`config.mk`:
```
export PLATFORM = sky130hd
export DESIGN_NAME = core_launch_ctrl
export DESIGN_NICKNAME = d
export VERILOG_FILES = /design/src/rtl/core_launch_ctrl.sv
export SDC_FILE = /design/constraint.sdc
export NUM_CORES = 1
export LEC_CHECK = 0
export ABC_AREA = 1
export BUFFER_PORTS_ARGS = -buffer_cell sky130_fd_sc_hd__buf_2
export CAP_MARGIN = 20
export CORE_MARGIN = 10
export CORE_UTILIZATION = 35
export CTS_CLUSTER_DIAMETER = 200
export CTS_CLUSTER_SIZE = 8
export DETAILED_ROUTE_END_ITERATION = 12
export GPL_ROUTABILITY_DRIVEN = 0
export SETUP_SLACK_MARGIN = 0.4
export SYNTH_ARGS = -nofsm -noshare
export SYNTH_HDL_FRONTEND = slang
export SYNTH_SLANG_ARGS = --single-unit
```
`constraint.sdc`:
```
create_clock -name clk -period 4.1 [get_ports clk]
set_input_delay 0.615 -clock clk [delete_from_list [all_inputs] [get_ports clk]]
set_output_delay 0.615 -clock clk [all_outputs]
set_load 0.02 [all_outputs]
```
`src/rtl/core_launch_ctrl.sv`:
```
// Batch launch controller: drives per-core run status, waits for every masked core to finish or for a cycle timeout.
// Latency: status/busy one cycle after an accepted start; done one cycle after the completing or timing-out edge.
// Backpressure: start is only accepted in IDLE and is ignored while busy; end_process is sampled every RUN cycle.
module core_launch_ctrl #(
    parameter int NUM_CORES = 4,
    parameter int CYC_W     = 32,
    parameter int TIMEOUT   = 100000
) (
    input  logic                 clk,
    input  logic                 reset_n,
    input  logic                 start,
    input  logic [NUM_CORES-1:0] core_mask,
    input  logic [NUM_CORES-1:0] end_process,
    output logic [1:0]           status0,
    output logic [1:0]           status1,
    output logic [1:0]           status2,
    output logic [1:0]           status3,
    output logic                 busy,
    output logic                 done,
    output logic                 timeout,
    output logic [NUM_CORES-1:0] finished_mask,
    output logic [CYC_W-1:0]     cycle_count
);

    typedef enum logic {IDLE, RUN} state_t;

    localparam logic [CYC_W-1:0] CYC_MAX = '1;
    localparam logic [CYC_W-1:0] TMO     = CYC_W'(TIMEOUT);

    state_t                 state_q, state_d;
    logic [NUM_CORES-1:0]   act_q, act_d;
    logic [NUM_CORES-1:0]   arm_q, arm_d;
    logic [NUM_CORES-1:0]   run_q, run_d;
    logic [NUM_CORES-1:0]   fm_d;
    logic [CYC_W-1:0]       cyc_d;
    logic                   busy_d, done_d, to_d;

    logic [CYC_W-1:0]       cyc_inc;
    logic [NUM_CORES-1:0]   fm_nx;
    logic                   all_fin;
    logic                   tmo_hit;

    assign cyc_inc = (cycle_count == CYC_MAX) ? cycle_count : cycle_count + CYC_W'(1);
    // Only a core that has been seen low this batch may report finished, so stale end flags are rejected.
    assign fm_nx   = finished_mask | (end_process & arm_q & act_q);
    assign all_fin = ((fm_nx & act_q) == act_q);
    assign tmo_hit = (TIMEOUT != 0) && (cyc_inc == TMO);

    always_comb begin
        state_d = state_q;
        act_d   = act_q;
        arm_d   = arm_q;
        run_d   = run_q;
        fm_d    = finished_mask;
        cyc_d   = cycle_count;
        busy_d  = busy;
        done_d  = 1'b0;
        to_d    = timeout;
        case (state_q)
            IDLE: begin
                run_d  = '0;
                busy_d = 1'b0;
                if (start) begin
                    cyc_d = '0;
                    fm_d  = '0;
                    to_d  = 1'b0;
                    if (|core_mask) begin
                        act_d   = core_mask;
                        run_d   = core_mask;
                        arm_d   = '0;
                        busy_d  = 1'b1;
                        state_d = RUN;
                    end else begin
                        done_d = 1'b1;
                    end
                end
            end
            RUN: begin
                cyc_d = cyc_inc;
                fm_d  = fm_nx;
                arm_d = arm_q | (~end_process & act_q);
                // Completion takes priority over a timeout landing on the same edge.
                if (all_fin || tmo_hit) begin
                    run_d   = '0;
                    busy_d  = 1'b0;
                    done_d  = 1'b1;
                    to_d    = ~all_fin;
                    state_d = IDLE;
                end
            end
            default: state_d = IDLE;
        endcase
    end

    always_ff @(posedge clk or negedge reset_n) begin
        if (!reset_n) begin
            state_q       <= IDLE;
            act_q         <= '0;
            arm_q         <= '0;
            run_q         <= '0;
            finished_mask <= '0;
            cycle_count   <= '0;
            busy          <= 1'b0;
            done          <= 1'b0;
            timeout       <= 1'b0;
        end else begin
            state_q       <= state_d;
            act_q         <= act_d;
            arm_q         <= arm_d;
            run_q         <= run_d;
            finished_mask <= fm_d;
            cycle_count   <= cyc_d;
            busy          <= busy_d;
            done          <= done_d;
            timeout       <= to_d;
        end
    end

    assign status0 = {1'b0, run_q[0]};
    assign status1 = {1'b0, run_q[1]};
    assign status2 = {1'b0, run_q[2]};
    assign status3 = {1'b0, run_q[3]};

endmodule

```
==> flow_summary_export.csv, run 1 <==
group,metric,value,unit
status,status,"finished clean",
drt,drc,0,
logic_synthesis,avgSynthCellArea,6.54,sq um
worst_setup_path,arrival,2910,ps
clock_network,cts_hold_buf,0,
floorplan,core,0.00968,sq mm
logic_synthesis,yosysTopAreaCell,"dfrtp_1",
floorplan,io-pin-count,58,
timing,finalMaxSlewViolations,0,
timing,fin_skew,8.07,ps
floorplan,die_x,119,um
run,maxCapViolCount,0,
timing,timing.max_slew.rel_slack,41.1,%
logic_synthesis,netlist_instances,525,
clock_network,cts.path.max_buffers,2,
clock_network,cts_setup_buffers,0,
logic_synthesis,synth.distinct_cells,35,
floorplan,die-area,0.0142,sq mm
clock_network,clk_pin_slew,110,ps
drt,drtPass1Iterations,6,
power_and_ir_drop,pwr-share-comb,35.0,%
clock_network,cts_num_sinks,52,
layout,num_antenna_cells,0,
drt,wl_per_cell,16.1,um
layout,drive_gt1_share,13.6,%
global_route,grt_max_degree,53,
global_route,first_global_vias,3589,
clock_network,cts_tree,"built",
drt,routed_via_density,5.07,
worst_setup_path,start_kind,"register",
global_route,grt-ovfl-total,0,
layout,syn_to_final_growth,14.1,%
global_route,grtUsageTotal,16.1,%
power_and_ir_drop,power.density,406,mW/mm^2
floorplan,row_count,36,
timing,worst_pin_slew,883,ps
worst_setup_path,worstReg2RegStart,"cycle_count[0]",
placement,portBuffers,53,
layout,fin_util,40.5,%
timing,finalSetupTns,0,ps
timing,setup_viol_count_final,0,
worst_setup_path,cp.required,4300,ps
timing,final.period_utilization,66.1,%
clock_network,insertion_delay,320,ps
timing,hold_viol_final,0,
power_and_ir_drop,internal-power,901,uW
placement,post-dp-hpwl,8.74,mm
logic_synthesis,syn_area,0.00344,sq mm
layout,fillers,1030,
logic_synthesis,ys_seq_area_share,37.9,%
floorplan,start_util,35.5,%
logic_synthesis,synthFlopType,"dfrtp_1",
power_and_ir_drop,p_sw_share,43.3,%
global_route,grt_pass1_wl,18.8,mm
logic_synthesis,synthArstFlopShare,100,%
power_and_ir_drop,p_leak,0.00194,uW
worst_setup_path,cp_max_fo,28,
worst_setup_path,cp-end-kind,"register",
worst_setup_path,critPathKind,"reg -> reg",
logic_synthesis,netlist.area_leader.share,37.9,%
floorplan,die_h,119,um
worst_hold_path,hold_path.class,"in -> async",
clock_network,htreeDepth,2,
worst_setup_path,startpoint,"cycle_count[0]",
power_and_ir_drop,clkPwrFrac,19.9,%
drt,antenna_left,0,
clock_network,cts_buffers,5,
clock_network,cts_root_buf,"clkbuf_8",
logic_synthesis,synthTopCellsByArea,"dfrtp_1 38%, nand2_1 18%, nor2_1 9.2%",
power_and_ir_drop,seqPwrFrac,45.0,%
drt,drt_iter0_markers,350,
power_and_ir_drop,irDropWorstVdd,0.253,mV
timing,rsz0062_at_grt,"false",
layout,nets,590,
logic_synthesis,ys_ff_latch,52,
timing,fmax,369,MHz
timing,final.min_clock_period,2710,ps
clock_network,cts_resized,0,
power_and_ir_drop,p_switching,689,uW
drt,drt-total-wl,11.5,mm
drt,vias,3611,
logic_synthesis,yosysWarnings,0,
logic_synthesis,synth_edf_count,0,
global_route,grt_antenna_before_repair,0,
==> synth_stat cells, drive strengths merged (2+ instances only) <==
cell type	n
nand2	167
o21ai	23
clkinv	2
nor3	4
xor2	7
buf	8
o31ai	3
nand3	51
clkbuf	5
nor2	89
a31o	2
nand4	5
dfrtp	52
inv	72
a22o	2
a21oi	3
a22oi	4
o22ai	19
==> cell type report <==
| cell class | instances | area, sq um | share of cell area (%) |
|---|---|---|---|
| Inverter | 74 | 278 | 7.09 |
| Multi-Input combinational cell | 389 | 1790 | 45.8 |
| Timing Repair Buffer | 56 | 288 | 7.34 |
| Tap cell | 133 | 166 | 4.25 |
| Sequential cell | 52 | 1300 | 33.2 |
| Clock inverter | 3 | 22.5 | 0.575 |
| Clock buffer | 5 | 68.8 | 1.76 |
==> state kept, by name, indices dropped and copies added (netlist names) <==
register,count
act_q,4
arm_q,4
busy,1
cycle_count,32
done,1
finished_mask,4
run_q,4
state_q,1
timeout,1
==> layout by cell type, fill, tap and decap left out, types with 2 or more instances in the layout <==
cell type	count
nor2_4	3
nand2_2	3
xor2_1	7
o21ai_0	23
nor2_1	84
a22o_1	2
nor3_1	4
a31o_2	2
a21oi_1	2
nand2_1	162
buf_4	3
dfrtp_1	52
o31ai_1	3
o22ai_1	19
clkinv_1	2
conb_1	4
nand4_1	5
clkbuf_8	5
inv_1	70
nand2_4	2
inv_2	2
buf_2	53
a22oi_1	4
nand3_1	51
==> path summary, 6_finish.rpt <==
check	slack (ps)	to	cells after the start
setup reg to reg	1390	busy	15
min in group clk	520	run_q[0]	2
hold / removal	400	cycle_count[22]	2
max in group asynchronous	3250	cycle_count[25]	2
setup / recovery	1390	busy	15
hold reg to reg	520	run_q[0]	2
==> power by group through the flow <==
stage	clock network (uW)	logic, uW	registers, uW
after global placement	0	552	719
after detailed placement	0	560	721
after global routing	350	631	732
final	317	557	715
after CTS	327	561	714
after floorplan	0	338	740
==> critical path, stage by stage, from the launching register on <==
cell and delay, ps:
dfrtp_1 480, ha_1 340, inv_2 100, nor2_4 60, nand2_4 100, nor2_8 60
nand2_4 280, inv_1 230, nor2_1 240, nand2_1 90, nor2_1 110, nand3_1 80
nor2_1 140, nand2_2 130, nand3_1 100, nand2_1 50
==> cells by family after synthesis <==
group	count (synthesis)	share of synthesized area, %
simple gates	320	39.5
other cells	1	0.109
flops	52	37.9
xor+xnor	7	1.78
buf+inv	87	10.2
compound gates	57	10.1
fa+ha+maj	1	0.364
==> stage by stage <==
step	setup WS, ps	hold WS, ps	instance area [sq um]	instances	total power, uW
finish	1390	398	3920	712	1590
global route	1140	463	3920	712	1710
floorplan	1820	319	3450	528	1080
CTS	1450	434	3920	712	1600
detailed placement	1480	484	3830	704	1280
global placement	1560	491	3830	704	1270
==> routing by layer <==
metal	routed length (um)	part of all wire, %	vias to the layer above	track usage (%)
met5	0	0	-	0
li1	-	-	1772	-
met2	5160	45	161	26.5
met1	4930	43	1651	20.3
met3	1120	9.7	27	4.58
met4	252	2.2	0	3.66
No activity file was read; power rests on OpenSTA's default activity.
==> run 2, diff against run 1 <==
Clock period 4.1 ns to 2.6 ns, I/O delays scaled along.
==> flow_summary_export.csv, run 2 (synthesis gave the netlist of run 1 again) <==
group,metric,value,unit
layout,fin_area,0.00473,sq mm
layout,layout_common_cells,"139 x nand2_1, 68 x inv_1, 54 x buf_4",
timing,worst_slack,432,ps
timing,hold_viol_final,0,
worst_setup_path,cp_slowest_stage_delay,440,ps
timing,final.period_utilization,83.4,%
worst_setup_path,cp_max_fo,6,
drt,drc,0,
run,maxCapViolCount,0,
floorplan,row_count,36,
clock_network,clk_pin_slew,110,ps
layout,mostFrequentLayoutCell,"nand2_1",
layout,syn_to_final_growth,37.6,%
worst_setup_path,arrival,2420,ps
worst_hold_path,hold_path.class,"in -> async",
placement,post-dp-hpwl,8.94,mm
worst_setup_path,cp.required,2850,ps
drt,routed_via_density,5.16,
layout,drive_gt1_share,35.4,%
timing,setup_viol_count_final,0,
placement,dp.cells,712,
power_and_ir_drop,irDropWorstVdd,0.561,mV
timing,worst_pin_slew,671,ps
clock_network,insertion_delay,310,ps
drt,drtPass1Iterations,7,
timing,fmax,461,MHz
power_and_ir_drop,p_leak,0.00230,uW
drt,vias,3965,
drt,drt_iter0_markers,412,
drt,antenna_left,0,
timing,finalMaxSlewViolations,0,
placement,dpl_cell_area,0.00389,sq mm
worst_setup_path,slowest_stage,"dfrtp_2",
timing,timing.max_slew.rel_slack,55.3,%
worst_setup_path,worstReg2RegStart,"cycle_count[1]",
timing,rsz0062_at_grt,"true",
status,status,"finished clean",
timing,finalSetupTns,0,ps
timing,fin_skew,10.6,ps
global_route,grt_max_degree,53,
timing,final.min_clock_period,2170,ps
placement,portBuffers,53,
floorplan,core,0.00968,sq mm
clock_network,cts_hold_buf,0,
global_route,first_global_vias,3669,
drt,wl_per_cell,16.3,um
global_route,met3_usage,4.39,%
drt,drt-total-wl,12.5,mm
clock_network,cts_root_buf,"clkbuf_8",
worst_setup_path,crit_top_cell,"nand2_1",
clock_network,cts_tree,"built",
global_route,grtUsageMet2,25.0,%
layout,largest_register,"cycle_count",
floorplan,start_util,35.5,%
global_route,grt_pass1_wl,18.8,mm
floorplan,die-area,0.0142,sq mm
clock_network,cts_num_sinks,52,
worst_setup_path,crit_chain,"ha_4 > inv_2 > nor2_4 > nand2_4 > nor2_8 > buf_4 > buf_4 > nand2_1 > nand2_1 > nand2_2 > inv_1 > nor2_1 > nand2_1 > nor2_1 > nand3_2 > nand2_1 > nand2_1 > nand2_1",
layout,stdcell_count,768,
floorplan,io-pin-count,58,
global_route,grtUsageTotal,16.1,%
floorplan,die_h,119,um
worst_setup_path,start_kind,"register",
global_route,grt-ovfl-total,0,
clock_network,htreeDepth,2,
worst_setup_path,critPathKind,"reg -> reg",
clock_network,cts.path.max_buffers,2,
worst_setup_path,startpoint,"cycle_count[1]",
worst_setup_path,cp-end-kind,"register",
placement,pre_cts_slack,57.8,ps
global_route,grt_busiest_layer,"met2",
power_and_ir_drop,power.density,572,mW/mm^2
floorplan,die_x,119,um
layout,fillers,953,
layout,nets,646,
clock_network,cts_buffers,5,
layout,largest_reg_flops,32,
layout,num_antenna_cells,0,
global_route,grt_util_met1,20.8,%
global_route,grt_antenna_before_repair,0,
run 2: cell types whose count changed in the layout (fill, tap and decap cells not counted), moves of 5 or more:
| cell | previous run | this run |
|---|---|---|
| nand3_1 | 51 | 45 |
| nand2_2 | 3 | 22 |
| nor2_2 | 1 | 23 |
| nand2_1 | 162 | 139 |
| dfrtp_2 | 0 | 17 |
| nor2_1 | 84 | 47 |
| buf_4 | 3 | 54 |
| nand3_2 | 0 | 5 |
| nor2_4 | 3 | 18 |
| dfrtp_1 | 52 | 35 |
run 2: report_power, final:
| group | total [uW] | switching, uW | internal (uW) |
|---|---|---|---|
| clock | 499 | 305 | 194 |
| sequential | 1090 | 128 | 962 |
| combinational | 1120 | 744 | 372 |
| total | 2710 | 1180 | 1530 |
run 2: area by class of cell:
class,count,area [sq um],area share (%)
sequential,52,1320,28.0
tap,133,166,3.52
clock buffer,5,68.8,1.46
inverter,74,285,6.03
multi-input combinational,390,2130,45.0
clock inverter,3,22.5,0.476
timing repair buffer,111,737,15.6
run 2: what timing repair did:
item / CTS / global route
hold endpoints to repair: 0 / 0
gates resized for setup: 23 / 91
buffers inserted: 11 / 36
gates cloned: 0 / 1
pin swaps: 5 / 17
endpoints found under the setup margin: 8 / 12
run 2: layer usage:
metal	wire, um	up-vias
met3	1280	56
met2	5690	217
li1	-	1886
met4	469	0
met5	0	-
met1	5080	1806
run 2: worst paths after layout:
check | cells past startpoint | end | slack [ps]
min | 2 | cycle_count[19] | 190
max reg2reg | 18 | done | 430
max in group asynchronous | 2 | cycle_count[11] | 1930
min reg2reg | 2 | arm_q[0] | 520
max | 18 | done | 430
min in group clk | 3 | run_q[1] | 320
run 2: per-stage QoR:
stage          util [%]  hold slack, ps  total power [uW]
2_1_floorplan         -            94.4              1700
6_report           48.8             190              2710
4_1_cts            43.1             212              2600
3_5_place_dp       40.2             492              2050
5_1_grt            48.8             247              2890
3_3_place_gp       40.2             486              2040
run 2: critical path: cells and delay by family, from the launching register on:
kind | cells | cell delay (ps)
buffers and inverters | 4 | 410
adder cells (fa/ha/maj) | 1 | 180
AND/OR/NAND/NOR | 13 | 1080
flip-flops | 1 | 440
